===== src/rtl/dct2d_seq.sv =====
// dct2d_seq: sequences an external 1-D engine over N row and N column passes
// of an NxN block. Row results are held in an internal transpose buffer.
// Ports: clock/nreset (sync, active-low); start/channel/out_order in,
// busy/done out; src_addr/src_data source port; eng_* engine port;
// res_* result write port.
module dct2d_seq #(
   parameter int LOG2N     = 3,
   parameter int IN_WIDTH  = 8,
   parameter int FRAC_BITS = 4,
   parameter int DATA_W    = 16,
   parameter int NUM_CH    = 3,
   localparam int CH_W     = (NUM_CH > 1) ? $clog2(NUM_CH) : 1,
   localparam int N        = 1 << LOG2N,
   localparam int NN       = N * N
) (
   input  logic                      clock,
   input  logic                      nreset,
   input  logic                      start,
   input  logic [CH_W-1:0]           channel,
   input  logic                      out_order,
   output logic                      busy,
   output logic                      done,
   output logic [CH_W+2*LOG2N-1:0]   src_addr,
   input  logic [IN_WIDTH-1:0]       src_data,
   output logic                      eng_nreset,
   input  logic [LOG2N-1:0]          eng_fetch_addr,
   output logic [DATA_W-1:0]         eng_src_data,
   input  logic [LOG2N-1:0]          eng_result_addr,
   input  logic                      eng_result_wren,
   input  logic [DATA_W-1:0]         eng_result_data,
   input  logic                      eng_finished,
   output logic [2*LOG2N-1:0]        res_addr,
   output logic                      res_wren,
   output logic [DATA_W-1:0]         res_data,
   output logic [CH_W-1:0]           res_channel
);

   typedef enum logic [1:0] {
      IDLE,
      ENG_RST,
      ENG_RUN,
      FINISH
   } state_t;

   localparam logic [LOG2N:0] LAST = (LOG2N+1)'(2 * N - 1);

   state_t              state_q, state_d;
   logic [LOG2N:0]      line_q, line_d;
   logic [CH_W-1:0]     ch_q, ch_d;
   logic                order_q, order_d;
   logic [DATA_W-1:0]   tbuf_q [NN];
   logic [DATA_W-1:0]   rd_q, rd_d;

   logic                pass2;
   logic [LOG2N-1:0]    l;
   logic                run;
   logic                tbuf_we;
   logic [2*LOG2N-1:0]  tbuf_wa;
   logic [2*LOG2N-1:0]  tbuf_ra;
   logic [DATA_W-1:0]   src_ext;

   assign pass2 = line_q[LOG2N];
   assign l     = line_q[LOG2N-1:0];
   assign run   = (state_q == ENG_RUN);

   always_comb begin
      state_d = state_q;
      line_d  = line_q;
      ch_d    = ch_q;
      order_d = order_q;
      unique case (state_q)
         IDLE: begin
            if (start) begin
               ch_d    = channel;
               order_d = out_order;
               line_d  = '0;
               state_d = ENG_RST;
            end
         end
         ENG_RST: state_d = ENG_RUN;
         ENG_RUN: begin
            if (eng_finished) begin
               if (line_q == LAST) begin
                  state_d = FINISH;
               end else begin
                  line_d  = line_q + 1'b1;
                  state_d = ENG_RST;
               end
            end
         end
         FINISH: state_d = IDLE;
         default: state_d = IDLE;
      endcase
   end

   always_ff @(posedge clock) begin
      if (!nreset) begin
         state_q <= IDLE;
         line_q  <= '0;
         ch_q    <= '0;
         order_q <= 1'b0;
      end else begin
         state_q <= state_d;
         line_q  <= line_d;
         ch_q    <= ch_d;
         order_q <= order_d;
      end
   end

   // Pass 2 reads column-wise what pass 1 wrote row-wise.
   always_comb begin
      src_ext = DATA_W'($signed(src_data));
      tbuf_we = nreset && run && !pass2 && eng_result_wren;
      tbuf_wa = {l, eng_result_addr};
      tbuf_ra = {eng_fetch_addr, l};
      rd_d    = tbuf_q[tbuf_ra];
   end

   // Registered read gives the same one-cycle latency as the source port.
   always_ff @(posedge clock) begin
      if (tbuf_we) begin
         tbuf_q[tbuf_wa] <= eng_result_data;
      end
      rd_q <= rd_d;
   end

   always_comb begin
      busy         = (state_q != IDLE);
      done         = nreset && (state_q == FINISH);
      eng_nreset   = nreset && run;
      src_addr     = '0;
      if (state_q != IDLE) begin
         src_addr  = {ch_q, l, eng_fetch_addr};
      end
      eng_src_data = pass2 ? rd_q : (src_ext << FRAC_BITS);
      res_wren     = nreset && run && pass2 && eng_result_wren;
      res_data     = eng_result_data;
      res_channel  = ch_q;
      res_addr     = order_q ? {l, eng_result_addr}
                             : {eng_result_addr, l};
   end

endmodule


===== config.mk =====
export PLATFORM = sky130hd
export DESIGN_NAME = dct2d_seq
export DESIGN_NICKNAME = d
export VERILOG_FILES = /design/src/rtl/dct2d_seq.sv
export SDC_FILE = /design/constraint.sdc
export NUM_CORES = 1
export LEC_CHECK = 0
export ABC_CLOCK_PERIOD_IN_PS = 4700
export CAP_MARGIN = 40
export CORE_AREA = 4 4 277 388
export CTS_BUF_LIST = sky130_fd_sc_hd__clkbuf_8
export DETAILED_ROUTE_END_ITERATION = 8
export DIE_AREA = 0 0 281 392
export PLACE_DENSITY_LB_ADDON = 0.25
export SYNTH_ARGS = -nofsm -noshare
export SYNTH_HDL_FRONTEND = slang
export SYNTH_SLANG_ARGS = --single-unit

===== constraint.sdc =====
create_clock -name clock -period 4.7 [get_ports clock]
set_input_delay 0.47 -clock clock [delete_from_list [all_inputs] [get_ports clock]]
set_output_delay 0.47 -clock clock [all_outputs]
set_load 0.02 [all_outputs]

==> results.toml, run 1 <==
[placement]
gp_congestion = 0.915
port_buffers = 89
place_hpwl_um = 81000

[logic_synthesis]
ys_types = 71
avgSynthCellArea_um2 = 17.4
synthTopCellsByArea = "edfxtp_1, mux2_2, mux2i_1"
synth_top_flop_cell = "edfxtp_1"
synth-simple-area-share_pct = 3.21
synth_edf_count = 1024
synth-xor-area-share_pct = 0.0635
ys_warn_count = 0
synthesis.area_mm2 = 0.0414
synth_top_area_cell = "edfxtp_1"
ys_seq_elements = 1049
synth.top_cells.by_count = "edfxtp_1, mux2_2, a221oi_1"
syn_inst = 2373
synthAdderAreaFrac_pct = 0.0302
synthArstFlopShare_pct = 0
synth_top_family_by_area = "compound AO/OA/AOI/OAI gates"
muxShareOfSynthArea_pct = 7.53
yosys.area.top_type_share_pct = 74.3
syn_nets = 2412
synth_compound_area_share_pct = 10.7
yosysMostFrequentCell = "edfxtp_1"
seq_area_frac_synth_pct = 75.5

[power_and_ir_drop]
seqPwrFrac_pct = 56.2
ir_worst_vdd_mv = 0.267
power_leakage_nw = 14.8
power_density_mw_per_mm2 = 393
p_sw_mw = 4.49
clkPwrFrac_pct = 36.3
p_int_mw = 14.0
p_sw_share_pct = 24.4
power_frac_comb_pct = 7.4

[setup_path]
cp-startpoint = "line_q[0]$_SDFFE_PN0P_"
r2r_slack_ns = 1.31
worstSetupPathType = "reg2out"
cp.required_ns = 4.23
cp.arrival_ns = 3.33
crit_path_end_kind = "primary output"
crit_path_cell_trace = "clkinv_2 -> o21ai_0 -> clkdlybuf4s50_1"
r2r-start = "line_q[0]$_SDFFE_PN0P_"
worst_setup_path_start_kind = "register"
slowest_delay_ns = 0.89
critPathMaxFanout = 58
rr_worst_depth = 6
timing.rr.end = "rd_q[7]$_DFF_P_"
crit_slowest_cell = "dfxtp_4"

[clocking]
cts.clk_slew.worst_paths_ns = 0.06
postCtsSetupRepairBufs = 0
clock-sinks = 1049
cts_buffers = 153
h-tree-depth = 4
clkLatencyLatePin_ns = 0.85
root_buffer = "clkbuf_8"
cts_tree = "built"
clk_path_buf_depth = 3
cts_resized = 0

[run]
cap_viol_max_count = 0

[timing]
finalCriticalPeriod_ns = 3.80
setup_viol = 0
slew_headroom_pct = 31.8
tns_ns = 0
clock_skew_ns = 0.0304
fin_crit_sh_pct = 80.9
hold_viol_final = 0
rsz0062_at_grt = "false"
slew_viol_final = 0
tightest_slew_ns = 1.02
fmax_mhz = 263

[route]
routed_via_density = 6.04
first_pass_iters = 6
drc_errors = 0
num_vias = 24600
drt_iter0_markers = 3439
ant_nets = 0
wl_um = 132000
wl_per_cell_um = 32.3

[hold_path]
hold_end = "res_channel[1]$_SDFFE_PN0P_"
hold_class = "in2reg"
min_delay_path_depth = 3
min-delay-start = "channel[1]"

[global_routing]
grtUsageTotal_pct = 23.6
grt_pass1_wl_um = 184000
grt_overflow = 0
grt_pass1_vias = 24400
grt_start_max_net_pins = 110
antenna_found_initial = 8

[floorplanning]
die_h_um = 392
dieArea_mm2 = 0.110
die_w_um = 281
rows = 140
initial_core_util_pct = 39.8
ios = 90
coreArea_mm2 = 0.104

[finish]
drive_gt1_share_pct = 20.0
fill_cells = 8912
fin_util_pct = 45.2
final_nets = 2641
areaGrowthSynthToFinish_pct = 13.5

[status]
status = "finished clean"
-- routing by layer --
layer  global-route usage (%)  up-vias  part of all wire (%)  routed length, µm
met2                     38.4     1368                    48              63400
li1                         -    10200                     -                  -
met1                     29.7    12700                    38              49900
met5                        0        -                 0.015                 20
met4                     12.5        2                   5.5               7270
met3                     5.18      308                   8.5              11100
-- worst max path at each step --
stage / to / slack (ns) / depth (start not counted)
after floorplan: tbuf_q[15][0]$_DFFE_PP_ / 2.08 / 5
after global placement: tbuf_q[39][4]$_DFFE_PP_ / 1.05 / 7
after detailed placement: tbuf_q[39][12]$_DFFE_PP_ / 0.91 / 7
after CTS: res_addr[0] / 0.78 / 3
after global routing: res_addr[0] / 0.72 / 3
final: res_addr[0] / 0.90 / 3
-- critical path, delay by kind of cell (launching register included) --
kind            cells  cell delay (ns)
compound gates      1             0.33
buf+inv             2             1.25
flops               1             0.89
-- area by class of cell --
| class | instances | area, µm² | area share, % |
|---|---|---|---|
| clock buffer | 160 | 2200 | 4.69 |
| sequential | 1049 | 31300 | 66.6 |
| antenna | 1 | 2.50 | 0.00533 |
| tap | 1349 | 1690 | 3.59 |
| multi-input combinational | 1134 | 8970 | 19.1 |
| inverter | 8 | 31.3 | 0.0666 |
| clock inverter | 119 | 542 | 1.15 |
| timing repair buffer | 256 | 2270 | 4.83 |
-- flip-flops by register name (all words and copies together), names as in the netlist --
register,flops
rd_q,16
tbuf_q,1024
order_q,1
state_q,2
line_q,4
res_channel,2
-- power groups by stage --
stage	clock network (mW)	logic (mW)	registers [mW]
3_5_place_dp	0	1.35	10.6
5_1_grt	7.23	1.41	10.4
6_report	6.71	1.37	10.4
2_1_floorplan	0	0.660	10.5
4_1_cts	6.81	1.36	10.4
3_3_place_gp	0	1.33	10.6
-- cells by family after synthesis --
kind of cell	after synthesis
flip-flops	1049
AND/OR/NAND/NOR	274
multiplexers	276
buffers and inverters	190
XOR/XNOR	3
adder cells (fa/ha/maj)	1
AO/OA/AOI/OAI	580
-- metrics by stage --
stage | area, µm² | hold slack (ns) | instances | setup WS [ns] | power (mW)
after floorplan | 41400 | 0.518 | 2373 | 2.08 | 11.2
after global placement | 44000 | 0.471 | 3785 | 1.05 | 11.9
after global routing | 47000 | 0.183 | 4076 | 0.720 | 19.0
final | 47000 | 0.202 | 4076 | 0.899 | 18.4
after detailed placement | 44200 | 0.495 | 3795 | 0.911 | 11.9
after CTS | 47000 | 0.141 | 4075 | 0.778 | 18.5
-- placed cells by master (no fill, tap or decap), types with 38 or more instances in the layout --
| cell type | count |
|---|---|
| a21oi_1 | 68 |
| a221o_1 | 38 |
| a221oi_1 | 127 |
| a22oi_1 | 92 |
| buf_4 | 148 |
| clkbuf_8 | 160 |
| clkdlybuf4s50_1 | 72 |
| clkinv_1 | 40 |
| edfxtp_1 | 1024 |
| inv_1 | 67 |
| mux2_2 | 141 |
| mux2i_1 | 120 |
| nand2_1 | 78 |
| nor2_1 | 98 |
| o21ai_0 | 64 |
-- repair_timing --
action,4_1_cts,5_1_grt
hold buffers,1,0
setup endpoints to repair,0,0
endpoints found under the hold margin,1,0
Power figures use the tool's default switching activity.
==> run 2: changes to the inputs <==
--- a/config.mk
+++ b/config.mk
@@ -5,7 +5,7 @@
 export SDC_FILE = /design/constraint.sdc
 export NUM_CORES = 1
 export LEC_CHECK = 0
-export ABC_CLOCK_PERIOD_IN_PS = 4700
+export ABC_CLOCK_PERIOD_IN_PS = 3730
 export CAP_MARGIN = 40
 export CORE_AREA = 4 4 277 388
 export CTS_BUF_LIST = sky130_fd_sc_hd__clkbuf_8
==> constraint.sdc (replaced) <==
create_clock -name clock -period 3.73 [get_ports clock]
set_input_delay 0.373 -clock clock [delete_from_list [all_inputs] [get_ports clock]]
set_output_delay 0.373 -clock clock [all_outputs]
set_load 0.02 [all_outputs]
==> run 2 against run 1 <==
Die area unchanged; register-to-register slack lost 0.67 ns; critical path depth rose by 2; via count up 4.2%; total power increased by 27%; combinational power rose by 37%; sequential share of layout area down 0.63 points; final area rose by 0.95%; setup slack worse by 0.73 ns; critical endpoint is now res_addr[2].
==> results.toml, run 2 (same netlist as run 1, synthesis figures left out) <==
[status]
status = "finished clean"

[timing]
layout_setup_ws_ns = 0.169
fmax_mhz = 281
setup_viol = 0
fin_crit_sh_pct = 95.5
tightest_slew_ns = 0.992
slew_viol_final = 0
tns_ns = 0
rsz0062_at_grt = "false"
clock_skew_ns = 0.0383
hold_viol_final = 0
slew_headroom_pct = 33.7
finalCriticalPeriod_ns = 3.56

[power_and_ir_drop]
power_frac_comb_pct = 8.1
seqPwrFrac_pct = 55.8
p_sw_mw = 5.88
ir_worst_vdd_mv = 0.294
p_sw_share_pct = 25.1
power_leakage_nw = 15.0
clkPwrFrac_pct = 36.1
p_int_mw = 17.5
power_density_mw_per_mm2 = 493

[clocking]
clock-sinks = 1049
cts_buffers = 152
clkLatencyLatePin_ns = 0.87
h-tree-depth = 4
cts_tree = "built"
clk_path_buf_depth = 3
root_buffer = "clkbuf_8"
cts_resized = 0
cts.clk_slew.worst_paths_ns = 0.07

[setup_path]
r2r-start = "line_q[2]$_SDFFE_PN0P_"
worstSetupPathType = "reg2out"
critPathMaxFanout = 21
rr_worst_depth = 6
crit_path_frequent_cell = "buf_4"
timing.rr.end = "rd_q[14]$_DFF_P_"
crit_slowest_cell = "dfxtp_4"
crit_path_cell_trace = "buf_4 -> inv_2 -> buf_4 -> o21ai_0 -> clkdlybuf4s50_1"
worst_setup_path_start_kind = "register"
r2r_slack_ns = 0.64
crit_path_end_kind = "primary output"
cp.required_ns = 3.36
cp.arrival_ns = 3.19
slowest_delay_ns = 0.64

[floorplanning]
dieArea_mm2 = 0.110
ios = 90
initial_core_util_pct = 39.8
rows = 140
die_w_um = 281
die_h_um = 392
coreArea_mm2 = 0.104

[finish]
areaGrowthSynthToFinish_pct = 14.6
largest_register = "tbuf_q"
final_nets = 2693
layout_common_cells = "edfxtp_1, buf_4, clkbuf_8, mux2_2, a221oi_1"
final_common_cell = "edfxtp_1"
drive_gt1_share_pct = 21.7
largestRegisters = "tbuf_q x1024, rd_q x16, line_q x4"
largest_reg_flops = 1024

[route]
drc_errors = 0
ant_nets = 0
routed_via_density = 6.21
num_vias = 25600
wl_per_cell_um = 34.7
wl_um = 143000
drt_iter0_markers = 3741
first_pass_iters = 5

[hold_path]
min_delay_path_depth = 3
hold_end = "res_channel[0]$_SDFFE_PN0P_"
hold_class = "in2reg"
min-delay-start = "channel[0]"

[placement]
dp_slack_ns = 0.487
place_hpwl_um = 91500
gp_congestion = 0.955
port_buffers = 89

[global_routing]
antenna_found_initial = 15
grt_start_max_net_pins = 72
grtUsageTotal_pct = 25.7
grt_pass1_wl_um = 198000
grt_overflow = 0
grt_pass1_vias = 25200

[run]
cap_viol_max_count = 0
run 2: cell types whose count changed in the layout (fill, tap and decap cells not counted), sizes merged:
cell,previous run,this run
clkinvlp,8,6
clkbuf,160,152
buf,183,230
dlygate4sd3,1,7
clkinv,47,49
diode,1,6
inv,70,74
run 2: worst max path at each step:
| stage | startpoint | end | slack (ns) | depth (start not counted) |
|---|---|---|---|---|
| 6_report | line_q[2]$_SDFFE_PN0P_ | res_addr[2] | 0.17 | 5 |
| 5_1_grt | line_q[2]$_SDFFE_PN0P_ | res_addr[2] | 0.01 | 5 |
| 4_1_cts | line_q[2]$_SDFFE_PN0P_ | res_addr[2] | 0.1 | 5 |
| 3_5_place_dp | eng_fetch_addr[2] | rd_q[2]$_DFF_P_ | 0.49 | 6 |
| 3_3_place_gp | eng_fetch_addr[2] | rd_q[2]$_DFF_P_ | 0.21 | 5 |
| 2_1_floorplan | state_q[1]$_SDFFE_PN0P_ | tbuf_q[15][0]$_DFFE_PP_ | 1.16 | 5 |
run 2: worst max-delay path, delay by kind of cell, from the launching register on:
family / cells / cell delay (ns)
buffers and inverters: 4 / 1.52
DFF: 1 / 0.64
AOI/OAI and AO/OA: 1 / 0.15
run 2: routing by layer:
layer  wire (µm)  global-route usage [%]  up-vias  share of wire [%]
met3       14400                    6.18      412                 10
met4        9440                    15.2        4                6.6
met5          29                       0        -              0.020
li1            -                       -    10300                  -
met1       51600                    31.9    13100                 36
met2       67800                    40.9     1799                 47
run 2: area by class of cell:
class,instances,area [µm²]
multi-input combinational,1134,8970
clock buffer,152,2090
tap,1349,1690
sequential,1049,31300
timing repair buffer,309,2750
clock inverter,123,611
antenna,6,15.0
fill,8931,56500
inverter,8,31.3
run 2: power by group through the flow:
stage	Clock (mW)	Combinational, mW	Sequential (mW)
finish	8.44	1.88	13.1
global route	9.12	1.91	13.0
CTS	8.53	1.85	13.0
detailed placement	0	1.84	13.3
global placement	0	1.83	13.3
floorplan	0	0.832	13.2
run 2: timing repair:
action                                 4_1_cts  5_1_grt
endpoints found under the hold margin       45        0
buffers inserted                             1        0
setup endpoints to repair                    1        0
hold buffers                                 7        0
run 2: through the flow:
stage	power, mW	hold WS (ns)	utilization (%)	instance area (µm²)	cells
CTS	23.4	0.0388	45.6	47400	4124
detailed placement	15.1	0.479	42.9	44600	3841
global placement	15.1	0.477	42.9	44500	3836
finish	23.4	0.100	45.6	47400	4130
floorplan	14.1	0.472	-	41400	2373
global route	24.1	0.0689	45.6	47400	4126
